**src/rtl/hack_ram_arbiter.sv**
```systemverilog
// Arbiter sharing the single-port Hack data RAM between the CPU data port and the
// screen scan-out reader: CPU priority with a burst limit, registered memory side.
module hack_ram_arbiter #(
    parameter int ADDR_W    = 15,
    parameter int DATA_W    = 16,
    parameter int MAX_BURST = 4
) (
    input  logic              clk,
    input  logic              reset,
    input  logic              cpu_req,
    input  logic              cpu_we,
    input  logic [ADDR_W-1:0] cpu_addr,
    input  logic [DATA_W-1:0] cpu_wdata,
    output logic              cpu_gnt,
    output logic              cpu_rvalid,
    output logic [DATA_W-1:0] cpu_rdata,
    input  logic              vid_req,
    input  logic [ADDR_W-1:0] vid_addr,
    output logic              vid_gnt,
    output logic              vid_rvalid,
    output logic [DATA_W-1:0] vid_rdata,
    output logic              mem_en,
    output logic              mem_we,
    output logic [ADDR_W-1:0] mem_addr,
    output logic [DATA_W-1:0] mem_wdata,
    input  logic [DATA_W-1:0] mem_rdata
);

    typedef enum logic [1:0] {IDLE, CPU, VID} state_t;

    localparam logic [3:0] MAX_CNT = 4'(MAX_BURST);

    state_t              state_q, state_d;
    logic [3:0]          burst_cnt_q, burst_cnt_d;
    logic                mem_en_q, mem_en_d;
    logic                mem_we_q, mem_we_d;
    logic [ADDR_W-1:0]   mem_addr_q, mem_addr_d;
    logic [DATA_W-1:0]   mem_wdata_q, mem_wdata_d;
    logic                cpu_rvalid_q, cpu_rvalid_d;
    logic                vid_rvalid_q, vid_rvalid_d;
    logic                burst_full;

    // State register: reset discards every in-flight access.
    always_ff @(posedge clk or posedge reset) begin
        if (reset) begin
            state_q      <= IDLE;
            burst_cnt_q  <= '0;
            mem_en_q     <= 1'b0;
            mem_we_q     <= 1'b0;
            mem_addr_q   <= '0;
            mem_wdata_q  <= '0;
            cpu_rvalid_q <= 1'b0;
            vid_rvalid_q <= 1'b0;
        end else begin
            state_q      <= state_d;
            burst_cnt_q  <= burst_cnt_d;
            mem_en_q     <= mem_en_d;
            mem_we_q     <= mem_we_d;
            mem_addr_q   <= mem_addr_d;
            mem_wdata_q  <= mem_wdata_d;
            cpu_rvalid_q <= cpu_rvalid_d;
            vid_rvalid_q <= vid_rvalid_d;
        end
    end

    // Grant and next-state logic; the video reader wins once the CPU has used up its burst.
    always_comb begin
        burst_full  = (burst_cnt_q == MAX_CNT);
        cpu_gnt     = !reset && cpu_req && !(vid_req && burst_full);
        vid_gnt     = !reset && vid_req && !cpu_gnt;
        burst_cnt_d = burst_cnt_q;
        if (!vid_req || vid_gnt) begin
            burst_cnt_d = '0;
        end else if (cpu_gnt && !burst_full) begin
            burst_cnt_d = burst_cnt_q + 4'd1;
        end
        state_d = IDLE;
        if (cpu_gnt) begin
            state_d = CPU;
        end else if (vid_gnt) begin
            state_d = VID;
        end
    end

    // Output logic: memory stage follows the grant, read-return stage follows the memory stage.
    always_comb begin
        mem_en_d     = cpu_gnt || vid_gnt;
        mem_we_d     = cpu_gnt && cpu_we;
        mem_addr_d   = mem_addr_q;
        mem_wdata_d  = mem_wdata_q;
        if (cpu_gnt) begin
            mem_addr_d  = cpu_addr;
            mem_wdata_d = cpu_wdata;
        end else if (vid_gnt) begin
            mem_addr_d  = vid_addr;
        end
        cpu_rvalid_d = mem_en_q && !mem_we_q && (state_q == CPU);
        vid_rvalid_d = mem_en_q && !mem_we_q && (state_q == VID);
    end

    assign mem_en     = mem_en_q;
    assign mem_we     = mem_we_q;
    assign mem_addr   = mem_addr_q;
    assign mem_wdata  = mem_wdata_q;
    assign cpu_rvalid = cpu_rvalid_q;
    assign vid_rvalid = vid_rvalid_q;
    assign cpu_rdata  = cpu_rvalid_q ? mem_rdata : '0;
    assign vid_rdata  = vid_rvalid_q ? mem_rdata : '0;

endmodule

```
**config.mk**
```make
export PLATFORM = sky130hd
export DESIGN_NAME = hack_ram_arbiter
export DESIGN_NICKNAME = d
export VERILOG_FILES = /design/src/rtl/hack_ram_arbiter.sv
export SDC_FILE = /design/constraint.sdc
export NUM_CORES = 1
export LEC_CHECK = 0
export ABC_CLOCK_PERIOD_IN_PS = 2500
export BUFFER_PORTS_ARGS = -buffer_cell sky130_fd_sc_hd__buf_2
export CORE_MARGIN = 2
export CORE_UTILIZATION = 45
export DETAILED_ROUTE_END_ITERATION = 10
export PLACE_DENSITY = 0.87
export SLEW_MARGIN = 10
export SYNTH_ARGS = -nofsm -noshare
export SYNTH_HDL_FRONTEND = slang
export SYNTH_SLANG_ARGS = --single-unit
```
**constraint.sdc**
```tcl
create_clock -name clk -period 2.5 [get_ports clk]
set_input_delay 0.125 -clock clk [delete_from_list [all_inputs] [get_ports clk]]
set_output_delay 0.125 -clock clk [all_outputs]
set_load 0.03 [all_outputs]
```
# [Word-level counts from Yosys, hierarchy flattened]
# Cells that the tools add are included.
[word_totals] reg_bits=41 latch_bits=0 mem_bits_rw=0 romBits=0 in_bits=67 out_inout_bits=69 word_cells=40 memories=0
[op_classes] n_addsub=1 n_mul=0 div_mod_pow=0 magnitude_cmp=0 eq_ne=3 shift=0 mux=8 bitwise=0 n_reduce_logical=20
[op_table] op="16-bit 2-to-1 mux" n=2
[op_table] op="15-bit 2-to-1 mux" n=2
[op_table] op="1-bit logical AND" n=10
[op_table] op="4-bit 2-to-1 mux" n=2
[op_table] op="1-bit zero test" n=6
[op_table] op="4-bit by 1-bit adder with 4-bit output, second input constant" n=1
[op_table] op="4-bit by 3-bit equality test with 1-bit output, second input constant" n=1
[op_table] op="2-bit 2-to-1 mux" n=2
[op_table] op="2-bit nonzero test" n=2
[op_table] op="2-bit by 1-bit equality test with 1-bit output, second input constant" n=1
[op_table] op="2-bit equality test, second input constant" n=1
[op_table] op="1-bit logical OR" n=2

# [Longest topological paths before layout]
# Gate-level depths: netlist (run 1).
[logic_depth] depth_word=8 depth_mapped=6 mapped_depth_nobuf=5

# [Least setup slack after synthesis (run 1)]
# OpenSTA, ideal clock, no wires.
[synth_path] path_kind="reg2reg" startpoint="register burst_cnt_q[0]" endpoint="register state_q[1]" setup_ns=0.131 arrival_ns=1.488 t_required_ns=2.369 slack_ns=0.880 path_stages_with_launch=7 n_path_buf=1 period_less_slack_ns=1.620 cell_sequence="dfrtp_1 -> inv_1 -> ha_1 -> nand4b_4 -> nand2_4 -> buf_8 -> and3_1"
[synth_between] elab_chain_cells=8
[synth_lines] item="from (decl)" line="34" rtl="logic [3:0] burst_cnt_q, burst_cnt_d;"
[synth_lines] item="from (signal assigned)" line="56" rtl="burst_cnt_q <= burst_cnt_d;"
[synth_lines] item="4-bit by 3-bit equality test with 1-bit output" line="68" rtl="burst_full = (burst_cnt_q == MAX_CNT);"
[synth_lines] item="1-bit logical AND" line="69" rtl="cpu_gnt = !reset && cpu_req && !(vid_req && burst_full);"
[synth_lines] item="1-bit zero test" line="69"
[synth_lines] item="1-bit logical AND" line="69"
[synth_lines] item="1-bit zero test" line="70" rtl="vid_gnt = !reset && vid_req && !cpu_gnt;"
[synth_lines] item="1-bit logical AND" line="70"
[synth_lines] item="via vid_gnt" line="19" rtl="output logic vid_gnt,"
[synth_lines] item="2-bit 2-to-1 mux" line="80" rtl="end else if (vid_gnt) begin"
[synth_lines] item="2-bit 2-to-1 mux" line="78" rtl="if (cpu_gnt) begin"
[synth_lines] item="to (signal assigned)" line="55" rtl="state_q <= state_d;"
[synth_lines] item="to (decl)" line="33" rtl="state_t state_q, state_d;"
# The timed path passes the listed nets, and every way through them passes these cells.
# A chain may end at the register's enable or synchronous reset.

# [Final worst setup path (run 1)]
[layout_path] startpoint="register burst_cnt_q[0]" endpoint="output port vid_gnt"
[layout_between] elab_chain_cells=6
[layout_lines] item="4-bit by 3-bit equality test with 1-bit output" line="68"
[layout_lines] item="1-bit logical AND" line="69"
[layout_lines] item="1-bit zero test" line="69"
[layout_lines] item="1-bit logical AND" line="69"
[layout_lines] item="1-bit zero test" line="70"
[layout_lines] item="1-bit logical AND" line="70"
[layout_lines] item="to (decl)" line="19"
# No other way between the ends.

==> results.sh, run 1 <==
export IMPL_drt_pass1_iterations=4
export IMPL_final_hold_worst_slack_ns=0.04024
export IMPL_buffer_ports_inserted=135
export IMPL_timing_worst_slew_pin_value_ns=0.6803
export IMPL_timing_critical_path_required_ns=2.38
export IMPL_rows=24
export IMPL_worst_setup_hold_path_clk_slew_ns=0.07
export IMPL_cpLargestDelayFamily="simple AND/OR/NAND/NOR gates"
export IMPL_hold_viol_final=0
export IMPL_final_setup_skew_ns=0.004017
export IMPL_power_share_combinational_pct=28.7
export IMPL_critPathKind="reg -> out"
export IMPL_die_area_um2=5066
export IMPL_run_status="finished clean"
export IMPL_post_cts_resized_instances=0
export IMPL_yosysWarningCount=0
export IMPL_final_max_slew_violation_count=0
export IMPL_detail_route_wl_per_cell_um=14.16
export IMPL_hpwlAfterDp_um=4091
export IMPL_grt_setup_unrepaired="false"
export IMPL_insertedDiodeCount=0
export IMPL_start_util_pct=46.64
export IMPL_area_growth_pct=38.20
export IMPL_reg2reg_setup_slack_ns=0.64
export IMPL_detail_route_wirelength_um=5354
export IMPL_power_report_internal_total_uw=1107
export IMPL_timing_critical_path_fanout_max=18
export IMPL_yosysSeqAreaShare_pct=50.52
export IMPL_worstRegToRegCells=5
export IMPL_critPathArrivalTime_ns=2.09
export IMPL_r2r_end="mem_wdata[12]$_DFFE_PP0N_"
export IMPL_drc_errors=0
export IMPL_number_of_antenna_violations_at_the_first_check_in_global_routing=0
export IMPL_setup_tns_ns=0
export IMPL_clock_power_share_pct=24.4
export IMPL_finalSetupViolCount=0
export IMPL_clock_sink_count=41
export IMPL_crit_path_start_kind="flip-flop"
export IMPL_regToRegStartpoint="burst_cnt_q[0]$_DFFE_PP0P_"
export IMPL_fin_nets=394
export IMPL_netlist_area_pre_place_um2=2031
export IMPL_htreeDepth=2
export IMPL_finalCritPeriodShare_pct=88.51
export IMPL_routabilityCongestion=0.7484
export IMPL_floorplan_die_width_um=71.18
export IMPL_p_switching_uw=562.6
export IMPL_maxCapViolCount=0
export IMPL_global_route_usage_total_pct=21.48
export IMPL_syn_num_nets=261
export IMPL_yosys_register_bits=41
export IMPL_timing_fmax_ghz=0.4519
export IMPL_power_leakage_uw=0.001508
export IMPL_global_route_wire_length_before_repair_um=8728
export IMPL_number_of_top_level_pins=136
export IMPL_slew_headroom_pct=54.62
export IMPL_clock_tree_buffer_depth=2
export IMPL_cts_hold_buffers=0
export IMPL_report_power_total_uw=1670
export IMPL_pin_count_of_the_biggest_net_entering_global_routing=42
export IMPL_ir_drop_v=0.0005137
export IMPL_finalWorstSetupSlack_ns=0.2872
export IMPL_postSynth_asyncResetShare_pct=100.0
export IMPL_power_share_sequential_pct=47.0
export IMPL_cts_root_buf="sky130_fd_sc_hd__clkbuf_8"
export IMPL_cts_inserted_buffers=5
export IMPL_netlist_instances=192
export IMPL_route_detailed_vias_per_inst=5.161
export IMPL_grt_pass1_vias=1933
export IMPL_core_um2=4354
export IMPL_max_stage_delay_cell_worst_path="sky130_fd_sc_hd__dfrtp_1"
export IMPL_dr_total_vias=1951
export IMPL_first_iter_violations=71
export IMPL_synth_flop_cell="sky130_fd_sc_hd__dfrtp_1"
export IMPL_powerDensity_nw_per_um2=595.0
export IMPL_cell_by_cell_trace_of_the_critical_path="inv_1 -> ha_1 -> nand4b_4 -> nand2_4 -> and3_1 -> buf_2"
export IMPL_dpl_worst_slack_ns=0.5949
export IMPL_grt_overflow_total=0
export IMPL_timing_hold_worst_class="in -> async"
export IMPL_cts_tree="built"
export IMPL_finalWorstPathRequiredPeriod_ns=2.213
export IMPL_fraction_of_layout_cells_with_a_size_suffix_above_1_pct=50.31
export IMPL_final_antenna_net_count=0
export IMPL_timing_critical_path_to_type="output port"
export IMPL_floorplan_die_height_um=71.18
export IMPL_avgSynthCellArea_um2=10.58
export IMPL_post_cts_repair_setup_buffers=0
export IMPL_number_of_synthesized_flops_with_an_enable_pin=0
export IMPL_crit_path_max_incr_delay_ns=0.43
export IMPL_layout_common_cells="sky130_fd_sc_hd__buf_2 (135), sky130_fd_sc_hd__dfrtp_1 (41), sky130_fd_sc_hd__and2_1 (32)"
export IMPL_buffer_and_inverter_count_on_the_worst_path=2
export IMPL_p_sw_share_pct=33.69
export IMPL_finish_utilization_pct=64.45
export IMPL_worstSkewPairLatency_ns=0.28
export IMPL_synth_cell_type_count=29
export IMPL_layout_cells_most_common="sky130_fd_sc_hd__buf_2"
-- registers in the layout, indices dropped and copies added (netlist names) --
register / count
mem_wdata: 16
mem_we: 1
cpu_rvalid: 1
state_q: 2
mem_addr: 15
burst_cnt_q: 4
mem_en: 1
vid_rvalid: 1
-- worst reg2reg max path: cells and delay by family (launching register included) --
family	cells	cell delay (ns)
muxes	1	0.38
buffers and inverters	1	0.08
DFF	1	0.43
and+or+nand+nor	2	0.63
adders and majority gates	1	0.24
-- cells in the mapped netlist, types with 2 or more instances --
library cell | number | area [µm²]
sky130_fd_sc_hd__ha_1 | 2 | 25.02
sky130_fd_sc_hd__buf_2 | 5 | 25.02
sky130_fd_sc_hd__nor2_1 | 15 | 56.30
sky130_fd_sc_hd__a21oi_1 | 15 | 75.07
sky130_fd_sc_hd__and2_1 | 32 | 200.2
sky130_fd_sc_hd__mux2_2 | 8 | 90.09
sky130_fd_sc_hd__and3_1 | 2 | 12.51
sky130_fd_sc_hd__dfrtp_1 | 41 | 1026
sky130_fd_sc_hd__mux2_4 | 8 | 120.1
sky130_fd_sc_hd__nand3_1 | 5 | 25.02
sky130_fd_sc_hd__clkbuf_1 | 4 | 15.01
sky130_fd_sc_hd__o21ai_0 | 15 | 75.07
sky130_fd_sc_hd__o21ai_1 | 3 | 15.01
sky130_fd_sc_hd__a31oi_1 | 15 | 93.84
sky130_fd_sc_hd__inv_1 | 5 | 18.77
sky130_fd_sc_hd__nor4bb_1 | 2 | 20.02
sky130_fd_sc_hd__o211ai_1 | 2 | 15.01
sky130_fd_sc_hd__nand2b_1 | 2 | 12.51
-- metrics by stage --
| stage | cells | cell area [µm²] |
|---|---|---|
| after global placement | 370 | 2724 |
| after floorplan | 192 | 2031 |
| after CTS | 378 | 2806 |
| after detailed placement | 370 | 2724 |
| final | 378 | 2806 |
| after global routing | 378 | 2806 |
-- logic make-up (layout without fill, tap and decap cells) --
group	count (synthesis)	count (layout)	synth area share (%)
adder cells (fa/ha/maj)	2	2	1.232
XOR/XNOR	1	1	0.4314
buffers and inverters	17	151	4.189
AO/OA/AOI/OAI	51	51	14.05
multiplexers	16	16	10.35
AND/OR/NAND/NOR	64	64	19.22
flip-flops	41	41	50.52
-- worst max-delay path by stage --
stage / cells after the start / end / slack (ns) / from
3_5_place_dp: 6 / vid_gnt / 0.59 / burst_cnt_q[0]$_DFFE_PP0P_
3_3_place_gp: 6 / vid_gnt / 0.68 / burst_cnt_q[0]$_DFFE_PP0P_
4_1_cts: 6 / vid_gnt / 0.27 / burst_cnt_q[0]$_DFFE_PP0P_
5_1_grt: 6 / vid_gnt / 0.16 / burst_cnt_q[0]$_DFFE_PP0P_
2_1_floorplan: 6 / state_q[1]$_DFF_PP0_ / 0.88 / burst_cnt_q[0]$_DFFE_PP0P_
6_report: 6 / vid_gnt / 0.29 / burst_cnt_q[0]$_DFFE_PP0P_
-- area by class of cell --
cell class,instances,area (µm²)
fillers,363,1548
repair buffers,137,690.7
clock inverters,2,10.01
multi-input cells,134,919.6
flip-flops and latches,41,1026
well taps,52,65.06
clock buffers,6,72.57
inverters,6,22.52
-- power by group through the flow --
| stage | sequential, µW | combinational (µW) | clock, µW |
|---|---|---|---|
| CTS | 784 | 485 | 413 |
| global placement | 794 | 473 | 0 |
| finish | 784 | 479 | 407 |
| global route | 793 | 515 | 436 |
| detailed placement | 796 | 484 | 0 |
| floorplan | 942 | 167 | 0 |
-- per-layer routing --
layer  GRT usage, %  share of wire, %
met3          4.986               8.3
met4          4.403              0.58
met2          40.02                53
met1          25.02                38
met5              0                 0
Power figures use the tool's default switching activity.
==> run 2, diff against run 1 <==
--- a/config.mk
+++ b/config.mk
@@ -5,12 +5,13 @@
 export SDC_FILE = /design/constraint.sdc
 export NUM_CORES = 1
 export LEC_CHECK = 0
-export ABC_CLOCK_PERIOD_IN_PS = 2500
+export ABC_CLOCK_PERIOD_IN_PS = 2000
 export BUFFER_PORTS_ARGS = -buffer_cell sky130_fd_sc_hd__buf_2
 export CORE_MARGIN = 2
-export CORE_UTILIZATION = 45
+export CORE_UTILIZATION = 38
 export DETAILED_ROUTE_END_ITERATION = 10
-export PLACE_DENSITY = 0.87
+export HOLD_SLACK_MARGIN = 0.03
+export PLACE_DENSITY = 0.79
 export SLEW_MARGIN = 10
 export SYNTH_ARGS = -nofsm -noshare
 export SYNTH_HDL_FRONTEND = slang
==> constraint.sdc (replaced) <==
create_clock -name clk -period 2 [get_ports clk]
set_input_delay 0.1 -clock clk [delete_from_list [all_inputs] [get_ports clk]]
set_output_delay 0.1 -clock clk [all_outputs]
set_load 0.03 [all_outputs]
==> run 2 against run 1 <==
Non-clock buffer count increased by 5. Clock power increased by 58%. Critical path depth is the same. Die area grew 17%. Clock skew grew 0.00055 ns. Largest cell class unchanged.
==> results.sh, run 2 (same netlist as run 1, synthesis figures left out) <==
export IMPL_run_status="finished clean"
export IMPL_die_area_um2=5944
export IMPL_pin_count_of_the_biggest_net_entering_global_routing=42
export IMPL_floorplan_die_height_um=77.10
export IMPL_hold_viol_final=0
export IMPL_detail_route_wirelength_um=5554
export IMPL_setup_tns_ns=0
export IMPL_maxCapViolCount=0
export IMPL_power_leakage_uw=0.001543
export IMPL_worst_setup_path_startpoint="reset"
export IMPL_slew_headroom_pct=52.95
export IMPL_floorplan_die_width_um=77.10
export IMPL_detail_route_wl_per_cell_um=13.89
export IMPL_finalSetupViolCount=0
export IMPL_drt_pass1_iterations=4
export IMPL_routabilityCongestion=0.7856
export IMPL_power_report_internal_total_uw=1510
export IMPL_htreeDepth=2
export IMPL_final_antenna_net_count=0
export IMPL_critPathKind="in -> out"
export IMPL_dr_total_vias=1987
export IMPL_dpl_worst_slack_ns=0.3103
export IMPL_route_detailed_vias_per_inst=4.968
export IMPL_p_sw_share_pct=32.21
export IMPL_crit_path_max_incr_delay_ns=0.54
export IMPL_finalWorstSetupSlack_ns=0.09515
export IMPL_worst_setup_hold_path_clk_slew_ns=0.08
export IMPL_final_setup_skew_ns=0.004571
export IMPL_power_share_combinational_pct=27.3
export IMPL_layout_common_cells="sky130_fd_sc_hd__buf_2 (135), sky130_fd_sc_hd__dfrtp_1 (41), sky130_fd_sc_hd__and2_1 (32)"
export IMPL_clock_sink_count=41
export IMPL_fin_nets=399
export IMPL_fillers=484
export IMPL_rows=26
export IMPL_crit_path_frequent_cell="sky130_fd_sc_hd__buf_2"
export IMPL_finalCritPeriodShare_pct=95.24
export IMPL_cts_root_buf="sky130_fd_sc_hd__clkbuf_8"
export IMPL_cts_inserted_buffers=5
export IMPL_post_cts_repair_setup_buffers=0
export IMPL_timing_critical_path_required_ns=1.90
export IMPL_clock_tree_buffer_depth=2
export IMPL_reg2reg_setup_slack_ns=0.33
export IMPL_insertedDiodeCount=0
export IMPL_number_of_top_level_pins=136
export IMPL_timing_hold_worst_class="in -> reg"
export IMPL_crit_path_start_kind="input port"
export IMPL_timing_worst_slew_pin_value_ns=0.7053
export IMPL_regToRegStartpoint="burst_cnt_q[0]$_DFFE_PP0P_"
export IMPL_powerDensity_nw_per_um2=766.4
export IMPL_cell_by_cell_trace_of_the_critical_path="dlygate4sd3_1 -> buf_2 -> nor2b_1 -> nand2_8 -> and3_1 -> buf_2"
export IMPL_number_of_antenna_violations_at_the_first_check_in_global_routing=0
export IMPL_first_iter_violations=96
export IMPL_worstSkewPairLatency_ns=0.29
export IMPL_clock_power_share_pct=28.9
export IMPL_power_share_sequential_pct=43.8
export IMPL_area_sequential_um2=1026
export IMPL_finish_utilization_pct=56.55
export IMPL_timing_critical_path_to_type="output port"
export IMPL_start_util_pct=39.51
export IMPL_timing_fmax_ghz=0.5250
export IMPL_grt_setup_unrepaired="false"
export IMPL_timing_critical_path_fanout_max=18
export IMPL_buffer_ports_inserted=135
export IMPL_global_route_wire_length_before_repair_um=9232
export IMPL_hpwlAfterDp_um=4195
export IMPL_final_max_slew_violation_count=0
export IMPL_drc_errors=0
export IMPL_area_growth_pct=43.13
export IMPL_core_um2=5140
export IMPL_finalWorstPathRequiredPeriod_ns=1.905
export IMPL_grt_overflow_total=0
export IMPL_cts_tree="built"
export IMPL_min_delay_start="cpu_wdata[12]"
export IMPL_max_stage_delay_cell_worst_path="sky130_fd_sc_hd__dlygate4sd3_1"
export IMPL_final_hold_worst_slack_ns=0.03793
export IMPL_p_switching_uw=717.4
export IMPL_critPathArrivalTime_ns=1.80
export IMPL_ir_drop_v=0.0003904
export IMPL_largest_register_ffs=16
export IMPL_multi_input_combinational_cell_area_um2=928.4
export IMPL_fraction_of_layout_cells_with_a_size_suffix_above_1_pct=50.30
export IMPL_global_route_usage_total_pct=19.39
export IMPL_layout_cells_most_common="sky130_fd_sc_hd__buf_2"
export IMPL_grt_pass1_vias=1909
[run 2: cell types whose count changed in the layout (fill, tap and decap cells not counted), sizes merged]
cell         previous run  this run
inv                     5         6
clkbuf                  6         5
bufinv                  0         1
buf                   137       138
dlygate4sd3             0         4
clkinv                  3         1
[run 2: critical path, delay by kind of cell]
kind	cells	cell delay, ns
simple gates	3	0.81
buf+inv	3	0.89
[run 2: worst paths after layout]
| path | cells after the start | end |
|---|---|---|
| worst max-delay path | 6 | vid_gnt |
| worst min register to register | 1 | vid_rvalid$_DFF_PP0_ |
| max in group asynchronous | 4 | mem_addr[9]$_DFFE_PP0P_ |
| worst min-delay path | 2 | mem_wdata[12]$_DFFE_PP0N_ |
| worst max register to register | 5 | mem_addr[3]$_DFFE_PP0P_ |
| min in group asynchronous | 4 | mem_addr[11]$_DFFE_PP0P_ |
[run 2: power by group through the flow]
stage | sequential [µW] | combinational [µW] | clock [µW]
after floorplan | 1180 | 208 | 0
after global placement | 990 | 600 | 0
after detailed placement | 994 | 607 | 0
after CTS | 978 | 614 | 654
after global routing | 992 | 655 | 690
final | 976 | 608 | 644
[run 2: final cells by class]
| class | instances | area share, % |
|---|---|---|
| timing repair buffer | 142 | 25.40 |
| sequential | 41 | 35.30 |
| inverter | 6 | 0.7749 |
| tap | 70 | 3.013 |
| clock inverter | 2 | 1.205 |
| multi-input combinational | 134 | 31.94 |
| clock buffer | 5 | 2.368 |
[run 2: timing repair]
item | in CTS | in global routing
hold endpoints to repair | 44 | 0
hold buffers | 4 | 0
setup endpoints to repair | 0 | 1
resized for setup | 0 | 1
[run 2: stage by stage]
stage | area (µm²) | std cells | total power [µW]
2_1_floorplan | 2031 | 192 | 1385
3_3_place_gp | 2754 | 389 | 1590
3_5_place_dp | 2754 | 389 | 1601
4_1_cts | 2898 | 400 | 2246
5_1_grt | 2907 | 400 | 2337
6_report | 2907 | 400 | 2228
[run 2: metal layers]
layer	up-vias	wire length [µm]	part of all wire [%]	GRT usage [%]
met5	-	0	0	0
met4	0	58	1.0	5.893
met3	5	448	8.1	4.235
met2	94	2917	53	35.88
met1	945	2129	38	22.24
li1	943	-	-	-
==> run 3, diff against run 2 <==
==> config.mk (replaced) <==
export PLATFORM = sky130hd
export DESIGN_NAME = hack_ram_arbiter
export DESIGN_NICKNAME = d
export VERILOG_FILES = /design/src/rtl/hack_ram_arbiter.sv
export SDC_FILE = /design/constraint.sdc
export NUM_CORES = 1
export LEC_CHECK = 0
export ABC_CLOCK_PERIOD_IN_PS = 2000
export CORE_MARGIN = 2
export CORE_UTILIZATION = 50
export DETAILED_ROUTE_END_ITERATION = 10
export DONT_BUFFER_PORTS = 1
export HOLD_SLACK_MARGIN = 0.03
export PLACE_DENSITY = 0.7
export SLEW_MARGIN = 40
export SYNTH_ARGS = -nofsm -noshare
export SYNTH_HDL_FRONTEND = slang
export SYNTH_SLANG_ARGS = --single-unit
==> run 3 against run 2 <==
Clock-buffer cell count rose by 2. Register-to-register slack got worse by 0.03 ns. Sequential power rose by 22%. Setup slack improved by 0.064 ns. Clock skew barely moved. Non-clock buffer count fell by 102. Design area fell by 13%. Sequential share of layout area rose by 5.3 points. Via count fell by 16%. Critical path depth did not move. Total power fell by 9.3%. Routed wire length fell by 1.1%.
==> results.sh, run 3 (same netlist as run 1, synthesis figures left out) <==
export IMPL_finish_utilization_pct=64.07
export IMPL_finalCritPeriodShare_pct=92.05
export IMPL_timing_critical_path_required_ns=1.90
export IMPL_number_of_antenna_violations_at_the_first_check_in_global_routing=0
export IMPL_first_iter_violations=73
export IMPL_final_antenna_net_count=0
export IMPL_grt_pass1_vias=1661
export IMPL_finalWorstSetupSlack_ns=0.1591
export IMPL_clock_sink_count=41
export IMPL_largest_register_ffs=16
export IMPL_grt_overflow_total=0
export IMPL_dr_total_vias=1662
export IMPL_timing_fmax_ghz=0.5432
export IMPL_maxCapViolCount=0
export IMPL_core_um2=3943
export IMPL_area_growth_pct=24.40
export IMPL_crit_path_start_kind="flip-flop"
export IMPL_timing_hold_worst_class="in -> reg"
export IMPL_critPathArrivalTime_ns=1.74
export IMPL_finalSetupViolCount=0
export IMPL_worstSkewPairLatency_ns=0.28
export IMPL_timing_critical_path_to_type="output port"
export IMPL_htreeDepth=2
export IMPL_routabilityCongestion=0.7036
export IMPL_start_util_pct=51.51
export IMPL_run_status="finished clean"
export IMPL_drt_pass1_iterations=4
export IMPL_ir_drop_v=0.0004030
export IMPL_layout_common_cells="sky130_fd_sc_hd__dfrtp_1 (41), sky130_fd_sc_hd__dlygate4sd3_1 (35), sky130_fd_sc_hd__and2_1 (32)"
export IMPL_global_route_wire_length_before_repair_um=7872
export IMPL_fin_nets=297
export IMPL_finalWorstPathRequiredPeriod_ns=1.841
export IMPL_pin_count_of_the_biggest_net_entering_global_routing=42
export IMPL_drc_errors=0
export IMPL_die_area_um2=4587
export IMPL_final_max_slew_violation_count=0
export IMPL_crit_path_max_incr_delay_ns=0.42
export IMPL_number_of_top_level_pins=136
export IMPL_power_leakage_uw=0.001090
export IMPL_cell_by_cell_trace_of_the_critical_path="inv_1 -> ha_1 -> nand4b_4 -> nand2_8 -> and3_1 -> buf_12"
export IMPL_cts_root_buf="sky130_fd_sc_hd__clkbuf_8"
export IMPL_placement_cell_area_um2=2081
export IMPL_final_setup_skew_ns=0.004959
export IMPL_stdcell_area_um2=2526
export IMPL_insertedDiodeCount=0
export IMPL_rows=23
export IMPL_floorplan_die_width_um=67.73
export IMPL_powerDensity_nw_per_um2=799.4
export IMPL_post_cts_repair_setup_buffers=0
export IMPL_timing_critical_path_fanout_max=18
export IMPL_cts_inserted_buffers=5
export IMPL_detail_route_wl_per_cell_um=19.77
export IMPL_layout_cells_most_common="sky130_fd_sc_hd__dfrtp_1"
export IMPL_hpwlAfterDp_um=3660
export IMPL_floorplan_die_height_um=67.73
export IMPL_worst_setup_hold_path_clk_slew_ns=0.07
export IMPL_hold_viol_final=0
export IMPL_global_route_usage_total_pct=23.93
export IMPL_setup_tns_ns=0
export IMPL_cts_tree="built"
export IMPL_grt_setup_unrepaired="false"
export IMPL_buffer_ports_inserted=0
export IMPL_slew_headroom_pct=49.41
export IMPL_critPathKind="reg -> out"
export IMPL_route_detailed_vias_per_inst=5.978
export IMPL_max_stage_delay_cell_worst_path="sky130_fd_sc_hd__dfrtp_1"
export IMPL_timing_worst_slew_pin_value_ns=0.7583
export IMPL_fraction_of_layout_cells_with_a_size_suffix_above_1_pct=13.60
export IMPL_clock_tree_buffer_depth=2
export IMPL_detail_route_wirelength_um=5495
export IMPL_dpl_worst_slack_ns=0.3572
-- run 3: final timing paths --
path                                                  from                        to  slack, ns  cells past startpoint
min in group asynchronous                            reset  mem_wdata[2]$_DFFE_PP0N_       0.50                      3
worst max-delay path            burst_cnt_q[0]$_DFFE_PP0P_                   vid_gnt       0.16                      6
worst min-delay path                           cpu_addr[0]   mem_addr[0]$_DFFE_PP0P_       0.04                      2
max in group asynchronous                            reset          mem_en$_DFF_PP0_       1.16                      3
worst max register to register  burst_cnt_q[0]$_DFFE_PP0P_  mem_addr[13]$_DFFE_PP0P_       0.30                      5
worst min register to register        state_q[0]$_DFF_PP0_      vid_rvalid$_DFF_PP0_       0.44                      1
-- run 3: report_power, final --
group          switching [µW]  internal, µW
combinational             148           152
clock                     256           274
sequential                267           922
-- run 3: cell type report --
class | instances | area (µm²)
Multi-Input combinational cell | 134 | 928.4
Tap cell | 50 | 62.56
Timing Repair Buffer | 40 | 400.4
Sequential cell | 41 | 1026
Inverter | 6 | 22.52
Fill cell | 293 | 1416
Clock buffer | 7 | 86.33
-- run 3: critical path: cells and delay by family, from the launching register on --
family        cells  cell delay (ns)
flops             1             0.42
fa+ha+maj         1             0.22
simple gates      3             0.61
buf+inv           2             0.21
-- run 3: metal layers --
| layer | wire length [µm] | vias to the layer above | global-route usage (%) |
|---|---|---|---|
| met1 | 1912 | 806 | 24.24 |
| met2 | 3058 | 108 | 45.10 |
| met3 | 424 | 10 | 7.167 |
| met4 | 99 | 0 | 9.694 |
| li1 | - | 738 | - |
| met5 | 0 | - | 0 |
-- run 3: what timing repair did --
action,4_1_cts,5_1_grt
setup endpoints to repair,0,1
endpoints found under the hold margin,78,0
gates resized for setup,0,1
hold buffers,35,0
-- run 3: through the flow --
step / power [µW] / hold WS, ns / instances
after floorplan: 1385 / 0.2469 / 192
after global placement: 1424 / 0.1394 / 236
after detailed placement: 1443 / 0.1500 / 236
after CTS: 2029 / 0.03396 / 278
after global routing: 2102 / 0.03918 / 278
final: 2019 / 0.04148 / 278
